### config.mk
export PLATFORM = sky130hd
export DESIGN_NAME = keypad_event_encoder
export DESIGN_NICKNAME = d
export VERILOG_FILES = /design/src/rtl/keypad_event_encoder.sv
export SDC_FILE = /design/constraint.sdc
export NUM_CORES = 1
export LEC_CHECK = 0
export BUFFER_PORTS_ARGS = -buffer_cell sky130_fd_sc_hd__buf_4
export CAP_MARGIN = 20
export CORE_MARGIN = 2
export CORE_UTILIZATION = 45
export DETAILED_ROUTE_END_ITERATION = 7
export GPL_TIMING_DRIVEN = 1
export SYNTH_ARGS = -nofsm -noshare
export SYNTH_HDL_FRONTEND = slang
export SYNTH_SLANG_ARGS = --single-unit
### constraint.sdc
create_clock -name CLK -period 12.8 [get_ports CLK]
set_clock_uncertainty 0.2 [all_clocks]
set_input_delay 1.28 -clock CLK [delete_from_list [all_inputs] [get_ports CLK]]
set_output_delay 1.28 -clock CLK [all_outputs]
set_load 0.01 [all_outputs]
### src/rtl/keypad_event_encoder.sv
// rtl/keypad_event_encoder.sv - keypad synchroniser, debouncer and press/release event FIFO
//
// Purpose: synchronises and debounces 12 raw keypad buttons and turns every
// debounced press or release into a {release, code} event. Events wait in a
// pending set, are arbitrated one per cycle into a first-word-fall-through
// FIFO, and are handed to the consumer on a valid/ready handshake.
//
// Ports:
//   CLK          system clock, rising edge
//   RST          asynchronous active-high reset
//   btn_raw      raw buttons, 1 = pressed (bit 10 star, bit 11 sharp)
//   key_code     head event key code (0..9 digits, 10 star, 11 sharp)
//   key_release  head event type (0 press, 1 release)
//   key_valid    FIFO non-empty, head event presented
//   key_ready    consumer takes the head event when key_valid is high
//   key_held     debounced level per key
//   fifo_count   number of buffered events
//   overflow     sticky flag: a pending event was merged and lost

module keypad_event_encoder #(
  parameter int DEBOUNCE_CYCLES = 4,
  parameter int FIFO_DEPTH      = 4,
  localparam int PW = $clog2(FIFO_DEPTH),
  localparam int CW = PW + 1
) (
  input  logic          CLK,
  input  logic          RST,
  input  logic [11:0]   btn_raw,
  output logic [3:0]    key_code,
  output logic          key_release,
  output logic          key_valid,
  input  logic          key_ready,
  output logic [11:0]   key_held,
  output logic [CW-1:0] fifo_count,
  output logic          overflow
);

  localparam logic [7:0] CNT_LAST = 8'(DEBOUNCE_CYCLES - 1);

  logic [11:0] s1;
  logic [11:0] s2;
  logic [11:0] stable;
  logic [7:0]  cnt [12];
  logic [11:0] accept;
  logic [11:0] set_press;
  logic [11:0] set_rel;

  logic [11:0] pend_press;
  logic [11:0] pend_rel;
  logic [11:0] clr_press;
  logic [11:0] clr_rel;
  logic        push;
  logic        pop;
  logic        fifo_full;
  logic        win_rel;
  logic [3:0]  win_code;

  logic [4:0]    mem [FIFO_DEPTH];
  logic [PW-1:0] wr_ptr;
  logic [PW-1:0] rd_ptr;

  // A key's new level is accepted on the cycle its counter has already seen
  // DEBOUNCE_CYCLES-1 differing samples and the current sample still differs.
  always_comb begin
    accept = '0;
    for (int i = 0; i < 12; i++) begin
      accept[i] = (s2[i] != stable[i]) && (cnt[i] == CNT_LAST);
    end
  end

  assign set_press = accept & s2;
  assign set_rel   = accept & ~s2;
  assign key_held  = stable;

  always_ff @(posedge CLK or posedge RST) begin
    if (RST) begin
      s1     <= '0;
      s2     <= '0;
      stable <= '0;
      for (int i = 0; i < 12; i++) cnt[i] <= '0;
    end else begin
      s1 <= btn_raw;
      s2 <= s1;
      for (int i = 0; i < 12; i++) begin
        if (s2[i] == stable[i]) begin
          cnt[i] <= '0;
        end else if (cnt[i] == CNT_LAST) begin
          stable[i] <= s2[i];
          cnt[i]    <= '0;
        end else begin
          cnt[i] <= cnt[i] + 8'd1;
        end
      end
    end
  end

  // Presses outrank releases; within a class the lowest key index wins.
  // Loops run high to low so the last (lowest) hit is the one kept.
  always_comb begin
    win_code  = '0;
    win_rel   = 1'b0;
    clr_press = '0;
    clr_rel   = '0;
    for (int i = 11; i >= 0; i--) begin
      if (pend_rel[i]) begin
        win_code = 4'(i);
        win_rel  = 1'b1;
      end
    end
    for (int i = 11; i >= 0; i--) begin
      if (pend_press[i]) begin
        win_code = 4'(i);
        win_rel  = 1'b0;
      end
    end
    push = !fifo_full && ((|pend_press) || (|pend_rel));
    if (push) begin
      if (win_rel) clr_rel[win_code]   = 1'b1;
      else         clr_press[win_code] = 1'b1;
    end
  end

  // A new set always survives a same-cycle clear, so no event is dropped there;
  // only a set landing on a bit that stays pending loses an event.
  always_ff @(posedge CLK or posedge RST) begin
    if (RST) begin
      pend_press <= '0;
      pend_rel   <= '0;
      overflow   <= 1'b0;
    end else begin
      pend_press <= (pend_press & ~clr_press) | set_press;
      pend_rel   <= (pend_rel & ~clr_rel) | set_rel;
      if (|((set_press & pend_press & ~clr_press) | (set_rel & pend_rel & ~clr_rel))) begin
        overflow <= 1'b1;
      end
    end
  end

  // Full blocks the push even when a pop frees a slot in the same cycle.
  assign fifo_full = (fifo_count == CW'(FIFO_DEPTH));
  assign key_valid = (fifo_count != '0);
  assign pop       = key_valid & key_ready;
  assign {key_release, key_code} = mem[rd_ptr];

  always_ff @(posedge CLK or posedge RST) begin
    if (RST) begin
      for (int i = 0; i < FIFO_DEPTH; i++) mem[i] <= '0;
      wr_ptr     <= '0;
      rd_ptr     <= '0;
      fifo_count <= '0;
    end else begin
      if (push) begin
        mem[wr_ptr] <= {win_rel, win_code};
        wr_ptr      <= wr_ptr + PW'(1);
      end
      if (pop) begin
        rd_ptr <= rd_ptr + PW'(1);
      end
      case ({push, pop})
        2'b10:   fifo_count <= fifo_count + CW'(1);
        2'b01:   fifo_count <= fifo_count - CW'(1);
        default: fifo_count <= fifo_count;
      endcase
    end
  end

endmodule

==> flow_summary.ini <==
[critical_path]
cp.required_ps = 12900
critPathLaunchType = flop
endpoint_kind = flop
criticalPathCategory = flop to flop
cp.arrival_ps = 3460
cp_max_fo = 12

[timing]
fin_crit_ps = 3360
post-route-period-util_pct = 26.2
slew_viol_final = 0
setup_tns_ps = 0
rsz0062_at_grt = no
slew_headroom_pct = 35.1
setup_viol_count_final = 0
fmax_mhz = 298
finalHoldViolCount = 0
worst_slew_pin_slew_ps = 973

[layout]
area.growth.synth_to_final_pct = 13.5
antennaDiodeCount = 0
final_layout_size_suffix_gt1_share_pct = 13.7
n_fill_cell = 1602
seq_area_um2 = 4600
nNetsFinal = 879
multi_input_area_um2 = 3850

[global_routing]
first_global_vias = 6161
grt_max_degree = 111
overflow = 0
track_usage_pct = 19.2
antenna_found_initial = 0
grt_pass1_wl_um = 30500

[clock_tree]
ctsResizeCount = 0
postCtsSetupBuffers = 0
holdBufCountCts = 0
cts_made_buffers = 17
htree_levels = 4
cts_max_path_buffers = 2
cts_root_buf = clkbuf_16
worstSkewPairLatency_ps = 430
clock-sinks = 184
clk_pin_slew_ps = 70
cts_tree = done

[yosys]
synthArstFlopShare_pct = 100
synth_xor_area_share_pct = 8.38
synth_top_family_by_area = simple AND/OR/NAND/NOR gates
synth_edf_count = 0
syn-num-nets = 829
synthAdderAreaFrac_pct = 2.71
dominantRegCellSynth = dfrtp_1
synth_compound_area_share_pct = 7.25
synth.avg_cell_area_um2 = 10.8
yosysSeqAreaShare_pct = 53.7
synth_cell_types = 61
synthCells = 796
synth_seq_cells = 184
synthMuxAreaShare_pct = 4.69
yosys_warnings = 0
synthesis.area_um2 = 8570
synthSimpleGateAreaFrac_pct = 21.9

[floorplan]
die_w_um = 142
die_area_um2 = 20200
die_y_um = 142
coreArea_um2 = 18700
start_util_pct = 45.8
rows = 50
ioPinCount = 37

[route]
drt-initial-drc-count = 410
ant_nets = 0
wire_per_inst_um = 16.4
vias = 6042
drc = 0
drtPass1Iterations = 5
vias_per_cell = 5.53
drt-total-wl_um = 18000

[flow_run]
cap_viol_max_count = 0

[place]
io_buffers = 36
dp_hpwl_um = 12900
gp_congestion = 0.992

[pwr]
p_leak_uw = 0.00444
pwr-share-comb_pct = 36.1
peakVddDrop_mv = 0.113
p_per_area_nw_per_um2 = 225
power.total_uw = 2190
swShare_pct = 39.4
p_int_uw = 1330
clockPowerShare_pct = 24.2
p_seq_share_pct = 39.7
switchingPower_uw = 862

[min_path]
holdCritPathClass = flop to flop

[run_status]
status = finished clean
==> registers in the layout, indices dropped and copies added (netlist names) <==
name and cells:
s1 12, key_held 12, fifo_count 3, wr_ptr 2, s2 12, rd_ptr 2, cnt 96, pend_press 12
pend_rel 12, overflow 1, mem 20
==> critical path, stage by stage, from the launching register on <==
cell and delay, ps:
dfrtp_1 520, nor4_1 550, nand4_1 560, nor2b_1 370, o22ai_1 130, a211oi_1 230, o2111a_1 250, nand3_1 70
or3_1 370
==> cells in the final DEF, fill, tap and decap left out, types with 3 or more instances in the layout <==
cell type   netlist  layout
clkbuf_16         0      17
nor4b_1           6       6
xor2_1           60      60
mux2i_1           3       3
a21oi_1          11      11
o31ai_1          16      16
o21bai_1          4       4
buf_4             0      37
inv_6             0       5
mux2_2           23      23
nand4_1           6       6
and2_1            5       5
nor4_1           11      11
and3_1           32      32
nand3b_1          3       3
nor3_1           13      13
nand4b_1          3       3
nand2_1          62      62
nor2_1          104     104
clkinv_4          0       3
mux4_2            5       5
inv_1            18      17
nand3_1          61      61
ha_1             17      17
nand2b_1         17      17
dfrtp_1         184     184
o21ai_0          28      28
nor3b_1           9       9
nor2b_1          12      12
o2bb2ai_1         3       3
or3_1             9       9
xnor2_1          22      22
or2_2             3       3
clkinvlp_4        0       4
==> synth_stat cells, types with 3 or more instances <==
library cell,number,area [um2]
a21oi_1,11,55.1
and2_1,5,31.3
and3_1,32,200
clkbuf_1,3,11.3
dfrtp_1,184,4600
ha_1,17,213
inv_1,18,67.6
mux2_2,23,259
mux2i_1,3,30.0
mux4_2,5,113
nand2_1,62,233
nand2b_1,17,106
nand3_1,61,305
nand3b_1,3,22.5
nand4_1,6,37.5
nand4b_1,3,26.3
nor2_1,104,390
nor2b_1,12,75.1
nor3_1,13,65.1
nor3b_1,9,67.6
nor4_1,11,68.8
nor4b_1,6,52.6
o21ai_0,28,140
o21bai_1,4,30.0
o2bb2ai_1,3,26.3
o31ai_1,16,120
or2_2,3,18.8
or3_1,9,56.3
xnor2_1,22,193
xor2_1,60,526
==> cells by family after synthesis <==
family,count (synthesis)
xor gates and xnor gates,82
DFF,184
and+or+nand+nor,366
buffers and inverters,27
adders and majority gates,18
AOI/OAI and AO/OA,88
muxes,31
==> power groups by stage <==
stage	registers, uW	logic, uW	clock network, uW
6_report	870	790	531
3_3_place_gp	870	769	0
3_5_place_dp	879	786	0
5_1_grt	893	878	568
2_1_floorplan	836	573	0
4_1_cts	870	790	544
==> cell type report <==
cell class	count	share of cell area (%)
clock buffers	17	4.37
clock inverters	15	1.72
inverters	20	0.823
multi-input cells	585	39.6
flip-flops and latches	184	47.3
well taps	234	3.01
repair buffers	38	3.14
==> layer usage <==
metal / up-vias / track usage (%) / part of all wire (%)
met5: - / 0 / 0
met4: 0 / 6.05 / 1.2
met3: 18 / 4.61 / 4.2
met2: 136 / 30.6 / 48
met1: 2984 / 26.0 / 47
li1: 2904 / - / -
==> path summary, 6_finish.rpt <==
kind | start | endpoint | slack [ps] | cells past startpoint
worst min register to register | s1[3] | s2[3] | 150 | 0
worst min-delay path | s1[3] | s2[3] | 150 | 0
worst max register to register | pend_press[0] | overflow | 9440 | 8
max in group asynchronous | RST | cnt[80] | 10020 | 4
min in group asynchronous | RST | cnt[51] | 700 | 2
worst max-delay path | pend_press[0] | overflow | 9440 | 8
==> stage by stage <==
stage	utilization, %	hold slack [ps]	area [um2]	setup slack, ps	std cells
floorplan	-	131	8570	6320	796
global placement	48.7	132	9100	9470	1060
detailed placement	48.7	135	9100	9410	1060
CTS	51.8	150	9700	9500	1092
global route	52.0	147	9730	9200	1093
finish	52.0	148	9730	9440	1093
(Power assumes the default switching activity.)
